## config.mk

```make
export PLATFORM = sky130hd
export DESIGN_NAME = uart16550_rx_fifo_ctrl
export DESIGN_NICKNAME = d
export VERILOG_FILES = /design/src/rtl/uart16550_pkg.sv /design/src/rtl/uart16550_rx_fifo_ctrl_to_cnt.sv /design/src/rtl/uart16550_rx_fifo_ctrl.sv
export SDC_FILE = /design/constraint.sdc
export NUM_CORES = 1
export LEC_CHECK = 0
export BUFFER_PORTS_ARGS = -buffer_cell sky130_fd_sc_hd__buf_2
export CAP_MARGIN = 20
export CORE_ASPECT_RATIO = 0.8
export CORE_UTILIZATION = 30
export DETAILED_ROUTE_END_ITERATION = 6
export GPL_TIMING_DRIVEN = 0
export PLACE_DENSITY = 0.72
export SLEW_MARGIN = 20
export SYNTH_ARGS = -nofsm -noshare
export SYNTH_HDL_FRONTEND = slang
export SYNTH_SLANG_ARGS = --single-unit
```

## constraint.sdc

```tcl
create_clock -name clk -period 1.84 [get_ports clk]
set_input_delay 0.276 -clock clk [delete_from_list [all_inputs] [get_ports clk]]
set_output_delay 0.276 -clock clk [all_outputs]
set_load 0.02 [all_outputs]
```

## src/rtl/uart16550_pkg.sv

```systemverilog
// Shared types and helpers for the UART 16550 receive path.
package uart16550_pkg;

    localparam int FIFO_DEPTH = 16;
    localparam int DW         = 8;

    typedef enum logic [1:0] {
        FLUSH   = 2'd0,
        EMPTY   = 2'd1,
        HOLD    = 2'd2,
        TIMEOUT = 2'd3
    } rx_state_e;

    typedef enum logic [1:0] {
        TRIG_1  = 2'b00,
        TRIG_4  = 2'b01,
        TRIG_8  = 2'b10,
        TRIG_14 = 2'b11
    } trig_e;

    // The FIFO compares its pre-push write address, so the threshold is level-1.
    function automatic logic [3:0] trig_to_threshold(input trig_e trig);
        case (trig)
            TRIG_1:  return 4'd0;
            TRIG_4:  return 4'd3;
            TRIG_8:  return 4'd7;
            default: return 4'd13;
        endcase
    endfunction

endpackage

```

## src/rtl/uart16550_rx_fifo_ctrl_to_cnt.sv

```systemverilog
// Saturating character-timeout counter; built only when UART_RX_CTI_EN is defined.
module uart_rx_timeout_cnt #(
    parameter int TO_W  = 3,
    parameter int LIMIT = 4
) (
    input  logic            clk,
    input  logic            rst,
    input  logic            clr,
    input  logic            tick,
    output logic [TO_W-1:0] cnt
);

    always_ff @(posedge clk) begin
        if (rst || clr) begin
            cnt <= '0;
        end else if (tick && (cnt != LIMIT[TO_W-1:0])) begin
            cnt <= cnt + 1'b1;
        end
    end

endmodule

```

## src/rtl/uart16550_rx_fifo_ctrl.sv

```systemverilog
// RX FIFO controller for a 16550-style UART: push/pop sequencing, FCR handling, LSR bits and RX interrupts.
// Optional macro UART_RX_CTI_EN builds the character-timeout counter, TIMEOUT state and irq_cti.
module uart16550_rx_fifo_ctrl #(
    parameter int DW            = 8,
    parameter int TIMEOUT_CHARS = 4,
    parameter int TO_W          = 3
) (
    input  logic          clk,
    input  logic          rst,
    input  logic          rx_valid,
    input  logic [DW-1:0] rx_data,
    input  logic          char_tick,
    input  logic          fcr_fifo_en,
    input  logic          fcr_rx_rst,
    input  logic [1:0]    fcr_trig,
    input  logic          rbr_rd,
    input  logic          lsr_rd,
    input  logic [DW-1:0] fifo_dout,
    input  logic          fifo_empty,
    input  logic          fifo_full,
    input  logic          fifo_thre,
    output logic          fifo_rst,
    output logic          fifo_push,
    output logic          fifo_pop,
    output logic [DW-1:0] fifo_din,
    output logic [3:0]    fifo_threshold,
    output logic [DW-1:0] rbr_data,
    output logic          data_ready,
    output logic          overrun_err,
    output logic          irq_rda,
    output logic          irq_cti
);
    import uart16550_pkg::*;

    rx_state_e state;
    logic      fifo_en_q;
    logic      vld_p0;
    logic      pop_p0;
    logic      in_flush;
    logic      flush_req;
    logic      blocked;

    assign in_flush  = (state == FLUSH);
    assign flush_req = fcr_rx_rst | (fcr_fifo_en != fifo_en_q);

    // In holding-register mode a push only lands in an empty FIFO, giving depth 1.
    assign fifo_push = vld_p0 & ~fifo_full & (fifo_en_q | fifo_empty) & ~in_flush;
    assign blocked   = vld_p0 & ~fifo_push & ~in_flush;
    assign fifo_pop  = rbr_rd & ~fifo_empty & ~in_flush;

    assign fifo_rst   = in_flush;
    assign data_ready = ~fifo_empty & ~in_flush;
    assign rbr_data   = data_ready ? fifo_dout : '0;
    assign irq_rda    = fifo_en_q ? (fifo_thre & data_ready) : data_ready;

`ifdef UART_RX_CTI_EN
    logic [TO_W-1:0] to_cnt;
    logic            to_clr;

    assign to_clr = fifo_push | fifo_pop | (state == EMPTY) | in_flush | ~fifo_en_q;

    uart_rx_timeout_cnt #(
        .TO_W (TO_W),
        .LIMIT(TIMEOUT_CHARS)
    ) u_to_cnt (
        .clk (clk),
        .rst (rst),
        .clr (to_clr),
        .tick(char_tick),
        .cnt (to_cnt)
    );

    assign irq_cti = (state == TIMEOUT);
`else
    logic unused_tick;
    localparam int unused_to_cfg = TIMEOUT_CHARS + TO_W;

    assign unused_tick = char_tick;
    assign irq_cti     = 1'b0;
`endif

    // stage p0: received character waits one cycle for the full/empty gate
    always_ff @(posedge clk) begin
        if (rst) begin
            vld_p0   <= 1'b0;
            fifo_din <= '0;
        end else begin
            vld_p0 <= rx_valid & ~in_flush & ~flush_req;
            if (rx_valid) begin
                fifo_din <= rx_data;
            end
        end
    end

    always_ff @(posedge clk) begin
        if (rst) begin
            state          <= FLUSH;
            fifo_en_q      <= fcr_fifo_en;
            pop_p0         <= 1'b0;
            overrun_err    <= 1'b0;
            fifo_threshold <= '0;
        end else begin
            fifo_en_q      <= fcr_fifo_en;
            pop_p0         <= fifo_pop;
            fifo_threshold <= trig_to_threshold(trig_e'(fcr_trig));

            if (blocked) begin
                overrun_err <= 1'b1;
            end else if (lsr_rd) begin
                overrun_err <= 1'b0;
            end

            if (flush_req) begin
                state <= FLUSH;
            end else begin
                case (state)
                    FLUSH: state <= EMPTY;
                    EMPTY: if (fifo_push) state <= HOLD;
                    default: begin
                        if (pop_p0 && fifo_empty && !fifo_push) begin
                            state <= EMPTY;
                        end else if (fifo_push || fifo_pop) begin
                            state <= HOLD;
`ifdef UART_RX_CTI_EN
                        end else if (to_cnt == TIMEOUT_CHARS[TO_W-1:0]) begin
                            state <= TIMEOUT;
`endif
                        end
                    end
                endcase
            end
        end
    end

endmodule

```

==> metrics list, run 1 <==
- The count of buffers added on input and output ports is 51.
* Reported leakage power: 0.593 nW
- Placed Instance Area: 1070 um^2
- P&R area growth vs syn: 43.7%
* Total number of H-tree levels: 1
* Final clock period utilization by the worst path: 0.921
- The mapped netlist covers 769 um^2.
- After clock tree synthesis, the clock-pin slew on the worst setup and hold paths is 0.11 ns.
- After detailed routing, the average wire length per cell comes to 9.94 um.
- Using the TritonRoute via totals, the vias-per-cell ratio works out to 4.38.
* Area of the placeable core: 2440 um^2
- For this configuration, the core starts out at a cell density of 0.315.
* Std cell rows: 16
- Detail Route met2 WL: 865 um
* Floorplan die area: 2770 um^2
- Top layer in use: met3
- Max-cap check violation count: 0
- Worst Clk Skew: 0.00483 ns
* Synthesized area per cell: 9.62 um^2
- Final Critical Period: 1.69 ns
- The worst setup path is launched from a flip-flop.
* Number of warnings printed during yosys synthesis: 0
* Final wirelength: 1700 um
- Placer's final routability congestion estimate: 0.729
- Outcome: finished clean
- Timing would allow up to 590 MHz.
- Clock latency at the later pin of the worst-skew pair: 0.29 ns
* Die Height: 47.3 um
* Buffers from clock root to sink, at most: 2
- Global routing finished with a remaining overflow of 0.
* CTS tree: done
- Once layout is done, the placed cells without fillers occupy 1110 um^2.
* Worst EP required: 1.56 ns
* Final total power: 797 uW
- The tightest min-delay check is of the in2reg type.
- Of the synthesized area, sequential elements account for 0.468.
* Wire length on met1: 705 um
* Pre-antenna DRT Iters: 4
- Initial antenna violation count: 0
- CTS Hold Buffers Added: 0
- Remaining antenna violation count: 0
- Maximum vdd ir drop: 0.000489 V
- Detailed placer's ending HPWL: 1400 um
- Post-synth cell types: 26
- Final #Nets: 168
- In the global route stage, overall resource usage came out at 0.119.
- Worst endpoint data arrival time: 1.42 ns
- For this run, design rule violations remaining after detail routing come to 0.
* Count of instances resized after the clock tree is built: 0
* Endpoint class of the critical path: output pin
- By startpoint and endpoint, the worst setup path is classified as reg2out.
- The count of final max-slew check failures is 0.
* Vias in the first global route: 625
- Setup violations remaining at the end of the flow were counted as 0.
- Count of vias placed by the detailed router: 749
- # IOs: 56
- Synthesis inferred 18 register bits.
- Share of layout cells above drive strength 1: 0.467
- Power spread over the standard cell area amounts to 721 nW/um^2.
* Root buffer selected by CTS: sky130_fd_sc_hd__clkbuf_4
- Sum of met3 wire segment lengths after detailed routing: 129 um
- Maximum number of pins on one net before global-route repair: 11
- The first global-routing pass estimated 2450 um of wire.
* Final Hold Fails: 0
* Cts bufs inserted: 3
* RSZ-0062 raised after global routing: no
* Total Negative Setup Slacks: 0 ns
- Diode count: 0
- Number of clock sinks: 18
- The die is 58.6 um wide.
- In this run the worst path has a maximum fanout of 9.
* Synthesized netlist cell count: 80
- Post-CTS setup buffer count: 0
- The detailed router finished its first iteration with 6 violations.
- Total nets after synthesis: 112
-- metrics by stage --
stage | util | cells | hold WS [ns] | setup slack [ns]
6_report | 0.453 | 171 | 0.104 | 0.145
5_1_grt | 0.453 | 171 | 0.0801 | 0.0519
4_1_cts | 0.453 | 171 | 0.0962 | 0.122
3_5_place_dp | 0.438 | 167 | 0.407 | 0.439
3_3_place_gp | 0.438 | 167 | 0.406 | 0.433
2_1_floorplan | - | 80 | 0.304 | 0.419
-- synth_stat cells --
master                     count  area (um^2)
sky130_fd_sc_hd__xor2_1        1         8.76
sky130_fd_sc_hd__nor3b_1       1         7.51
sky130_fd_sc_hd__nand2_1       1         3.75
sky130_fd_sc_hd__buf_4         1         7.51
sky130_fd_sc_hd__buf_2         2         10.0
sky130_fd_sc_hd__a21o_1        1         7.51
sky130_fd_sc_hd__ha_1          3         37.5
sky130_fd_sc_hd__a21oi_1       2         10.0
sky130_fd_sc_hd__conb_1        1         3.75
sky130_fd_sc_hd__and2_1        8         50.1
sky130_fd_sc_hd__nor2b_1       4         25.0
sky130_fd_sc_hd__nor3_1        2         10.0
sky130_fd_sc_hd__dfxtp_1      18          360
sky130_fd_sc_hd__inv_1         3         11.3
sky130_fd_sc_hd__o221ai_1      1         8.76
sky130_fd_sc_hd__a211oi_2      1         12.5
sky130_fd_sc_hd__mux2i_1       8         80.1
sky130_fd_sc_hd__clkbuf_1      1         3.75
sky130_fd_sc_hd__nor4_1        1         6.26
sky130_fd_sc_hd__nor2_2        2         12.5
sky130_fd_sc_hd__o21ai_0       2         10.0
sky130_fd_sc_hd__or3_4         1         11.3
sky130_fd_sc_hd__nand2b_1      1         6.26
sky130_fd_sc_hd__nor2_1       12         45.0
sky130_fd_sc_hd__nor3b_2       1         12.5
sky130_fd_sc_hd__nand3b_1      1         7.51
-- layer usage --
metal / vias up / track usage
met1: 347 / 0.126
li1: 370 / -
met5: - / 0
met4: 0 / 0.0286
met3: 0 / 0.0551
met2: 32 / 0.221
-- flip-flops by register name, summed over array words and instances (netlist names) --
name / count
fifo_din: 8
fifo_threshold: 4
state: 2
vld_p0: 1
overrun_err: 1
pop_p0: 1
fifo_en_q: 1
-- critical path, cell delays in order, from the launching register on --
cell and delay, ns:
sky130_fd_sc_hd__dfxtp_1 0.37, sky130_fd_sc_hd__nor2_2 0.30, sky130_fd_sc_hd__nor2_2 0.13, sky130_fd_sc_hd__and2_1 0.18
sky130_fd_sc_hd__buf_2 0.15
-- kinds of logic after synthesis --
| kind of cell | after synthesis | share of synthesized area |
|---|---|---|
| flops | 18 | 0.468 |
| xor+xnor | 1 | 0.0114 |
| buf+inv | 7 | 0.0423 |
| mux | 8 | 0.104 |
| fa+ha+maj | 3 | 0.0488 |
| other cells | 1 | 0.00487 |
| simple gates | 35 | 0.257 |
| compound gates | 7 | 0.0634 |
-- cell type report --
class,instances,area [um^2]
flip-flops and latches,18,360
plain buffers,4,21.3
inverters,3,11.3
clock buffers,4,36.3
repair buffers,51,255
well taps,36,45.0
multi-input cells,55,377
fillers,251,1340
-- where the power goes --
group,total [mW],switching (mW),internal [mW]
clock,0.245,0.124,0.121
combinational,0.136,0.0758,0.0597
sequential,0.417,0.00875,0.408
total,0.797,0.209,0.588
-- cells in the final DEF, fill, tap and decap left out, types with 2 or more instances in the layout --
cell	instances
sky130_fd_sc_hd__nor3_1	2
sky130_fd_sc_hd__inv_1	3
sky130_fd_sc_hd__ha_1	3
sky130_fd_sc_hd__dfxtp_1	18
sky130_fd_sc_hd__o21ai_0	2
sky130_fd_sc_hd__clkbuf_4	3
sky130_fd_sc_hd__nor2b_1	4
sky130_fd_sc_hd__nor2_1	12
sky130_fd_sc_hd__nor2_2	2
sky130_fd_sc_hd__buf_2	53
sky130_fd_sc_hd__mux2i_1	8
sky130_fd_sc_hd__and2_1	8
sky130_fd_sc_hd__a21oi_1	2
-- final timing paths --
check,end,slack [ns],from,cells after the start
worst max-delay path,rbr_data[6],0.15,state[1]$_SDFFE_PP0P_,4
worst min-delay path,fifo_en_q$_DFF_P_,0.10,fcr_fifo_en,1
worst max register to register,state[0]$_SDFFE_PP0P_,0.72,fifo_en_q$_DFF_P_,3
worst min register to register,overrun_err$_SDFFE_PP0P_,0.48,vld_p0$_SDFF_PP0_,2
Note: power is estimated with default switching activity, not from simulation.
==> run 2, diff against run 1 <==
--- a/constraint.sdc
+++ b/constraint.sdc
@@ -3,2 +3,2 @@
 set_output_delay 0.276 -clock clk [all_outputs]
-set_load 0.02 [all_outputs]
+set_load 0.05 [all_outputs]
==> run 2 against run 1 <==
  * Cell area is 1.5% higher
  * Critical path depth stayed put
  * Clock power is 2% lower
  * Hold slack hardly changed
  * Flip-flop and latch count stayed put
  * Sequential power hardly changed
  * Critical path type unchanged
  * Largest cell class unchanged
  * Largest power group unchanged
==> metrics list, run 2 (synthesis gave the netlist of run 1 again) <==
* Gr usage total: 0.119 (-0.000142)
- Total Negative Setup Slacks: 0 ns (unchanged)
- The post-placement cell area was 1080 um^2 (+0.94%).
- The number of clock sinks is 18 (unchanged).
- Worst Clk Skew: 0.00206 ns (-0.00277 ns)
- The maximum clock insertion buffer count is 2 (unchanged).
* Final Hold Fails: 0 (unchanged)
- The violation count after the first detailed-routing iteration is 24 (+18).
- Cell chain of the critical path: nor2_4 -> nor2_4 -> and2_1 -> buf_2
- The switching power of the nets was 260 uW (+24%).
- The number of diodes added for antenna fixing came to 0 (unchanged).
- Cell-internal power: 589 uW (+0.12%)
- Root buffer selected by CTS: sky130_fd_sc_hd__clkbuf_4
- Final total power: 849 uW (+6.5%)
- The ratio of final minimum period to clock period came to 0.898 (-0.0237).
* Die extent in x: 58.6 um (unchanged)
- Maximum fanout along the worst path: 9 (unchanged)
- The number of fillers in the final layout came to 245 (-2.4%).
* Sequential cell area: 362 um^2 (+0.35%)
* Remaining antenna violation count: 0 (unchanged)
* Die Height: 47.3 um (unchanged)
- Path type of the worst setup path: reg2out
- The area of combinational cells with multiple inputs is 392 um^2 (+4.0%).
* Setup slack after placement: 0.435 ns (-0.00383 ns)
- Clock power frac: 0.284 (-0.023)
* Post-Layout Inst Area: 1120 um^2 (+1.5%)
- DR WL/cell: 9.98 um (+0.35%)
- The share of post-route cells with drive strength above 1 came to 0.481 (+0.0148).
- The via count of the first global-routing pass was 552 (-12%).
- Top Registers: fifo_din (8), fifo_threshold (4), state (2)
- Final wirelength: 1710 um (+0.35%)
* Worst EP required: 1.56 ns (about the same)
* Post-CTS setup buffer count: 0 (unchanged)
* PwrDens: 756 nW/um^2 (+5.0%)
* Final-report setup violation count: 0 (unchanged)
- In this run the worst hold path is classified as in2reg.
- Endpoint class of the critical path: output pin
- Floorplan die area: 2770 um^2 (unchanged)
* Post-route worst setup slack: 0.189 ns (+0.0436 ns)
- Pins over their slew limit: 0 (unchanged)
- Reported leakage power: 0.596 nW (+0.57%)
* CTS tree: done
- The initial antenna violation count came to 0 (unchanged).
* Via-per-instance ratio: 4.12 (-5.9%)
- Maximum number of pins on one net before global-route repair: 11 (unchanged)
- Count of vias placed by the detailed router: 705 (-5.9%)
- Number of port buffers: 51 (unchanged)
* Pre-antenna DRT Iters: 4 (unchanged)
- P&R area growth vs syn: 45.9%
* Clock latency at the later pin of the worst-skew pair: 0.29 ns (about the same)
- The largest individual stage delay along the critical path comes from the cell sky130_fd_sc_hd__dfxtp_1.
* RSZ-0062 raised after global routing: no
- The I/O pin count is 56 (unchanged).
* Fmax achieved: 606 MHz (+2.6%)
* Register bank with the most flops: fifo_din
- The number of max-cap violations is 0 (unchanged).
- CTS Hold Buffers Added: 0 (unchanged)
- Net switching fraction of the power: 0.306 (+0.0442)
* Initial core utilization: 0.315 (unchanged)
- The number of levels in the clock H-tree is 1 (unchanged).
- Critical path launch point type: flip-flop
- By instance count, the cell type seen most on the critical path is sky130_fd_sc_hd__nor2_4.
- The combinational group share of total power is 0.225 (+0.055).
- Worst endpoint data arrival time: 1.38 ns (-0.04 ns)
- Wire length of the first global-routing pass: 2450 um (unchanged)
* Register share of total power: 0.492 (-0.031)
* Final Critical Period: 1.65 ns (-0.0436 ns)
- Leading cell types in the layout, fill and taps excluded: sky130_fd_sc_hd__buf_2, sky130_fd_sc_hd__dfxtp_1, sky130_fd_sc_hd__nor2_1
- The count of standard-cell rows came to 16 (unchanged).
- Placer's final routability congestion estimate: 0.652 (-10%)
- The placed wire-length estimate after detailed placement was 1410 um (+1.1%).
- Clock-pin slew on the worst setup and hold paths: 0.10 ns (about the same)
* Cts bufs inserted: 3 (unchanged)
- Outcome: finished clean
- The flip-flop count of the largest register after layout was 8 (unchanged).
- Leaving out fill and tap cells, the most frequent cell in the layout is sky130_fd_sc_hd__buf_2.
- Final #Nets: 168 (unchanged)
- The DRC violation count after routing was 0 (unchanged).
- The peak ir drop on the vdd network came to 0.000509 V (+4.0%).
- CP peak stage delay: 0.44 ns (+0.07 ns)
- Overall overflow remaining after global route: 0 (unchanged)
* Area of the placeable core: 2440 um^2 (unchanged)
==> run 2: routing by layer <==
metal | vias up | track usage | routed length, um
li1 | 372 | - | -
met4 | 0 | 0.0143 | 0
met2 | 18 | 0.198 | 870
met5 | - | 0 | 0
met1 | 315 | 0.150 | 771
met3 | 0 | 0.0496 | 64
==> run 2: critical path: cells and delay by family (launching register included) <==
| family | cells | cell delay, ns |
|---|---|---|
| buf+inv | 1 | 0.26 |
| flops | 1 | 0.44 |
| simple gates | 3 | 0.38 |
==> run 2: final timing paths <==
kind | startpoint | to | slack, ns | cells past startpoint
hold reg to reg | overrun_err$_SDFFE_PP0P_ | overrun_err$_SDFFE_PP0P_ | 0.48 | 2
setup reg to reg | fifo_en_q$_DFF_P_ | state[0]$_SDFFE_PP0P_ | 0.72 | 3
setup / recovery | state[0]$_SDFFE_PP0P_ | rbr_data[7] | 0.19 | 4
hold / removal | fcr_fifo_en | fifo_en_q$_DFF_P_ | 0.10 | 1
==> run 2: layout make-up <==
class,instances,share of cell area
flip-flops and latches,18,0.322
plain buffers,4,0.0190
clock buffers,4,0.0323
well taps,36,0.0401
inverters,3,0.0100
repair buffers,51,0.227
multi-input cells,55,0.349
==> run 2: stage by stage <==
stage / utilization / cells / hold WS (ns)
2_1_floorplan: - / 80 / 0.304
3_3_place_gp: 0.442 / 167 / 0.403
3_5_place_dp: 0.442 / 167 / 0.407
4_1_cts: 0.457 / 171 / 0.0979
5_1_grt: 0.460 / 171 / 0.0865
6_report: 0.460 / 171 / 0.104
==> run 2: timing repair <==
item,in CTS,in global routing
endpoints found under the setup margin,0,7
resized for setup,0,2
hold endpoints to repair,0,0
==> run 2: power by group through the flow <==
stage	Sequential [mW]	Combinational, mW	Clock, mW
2_1_floorplan	0.481	0.0774	0
3_3_place_gp	0.425	0.187	0
3_5_place_dp	0.426	0.191	0
4_1_cts	0.418	0.192	0.248
5_1_grt	0.420	0.204	0.262
6_report	0.417	0.191	0.241
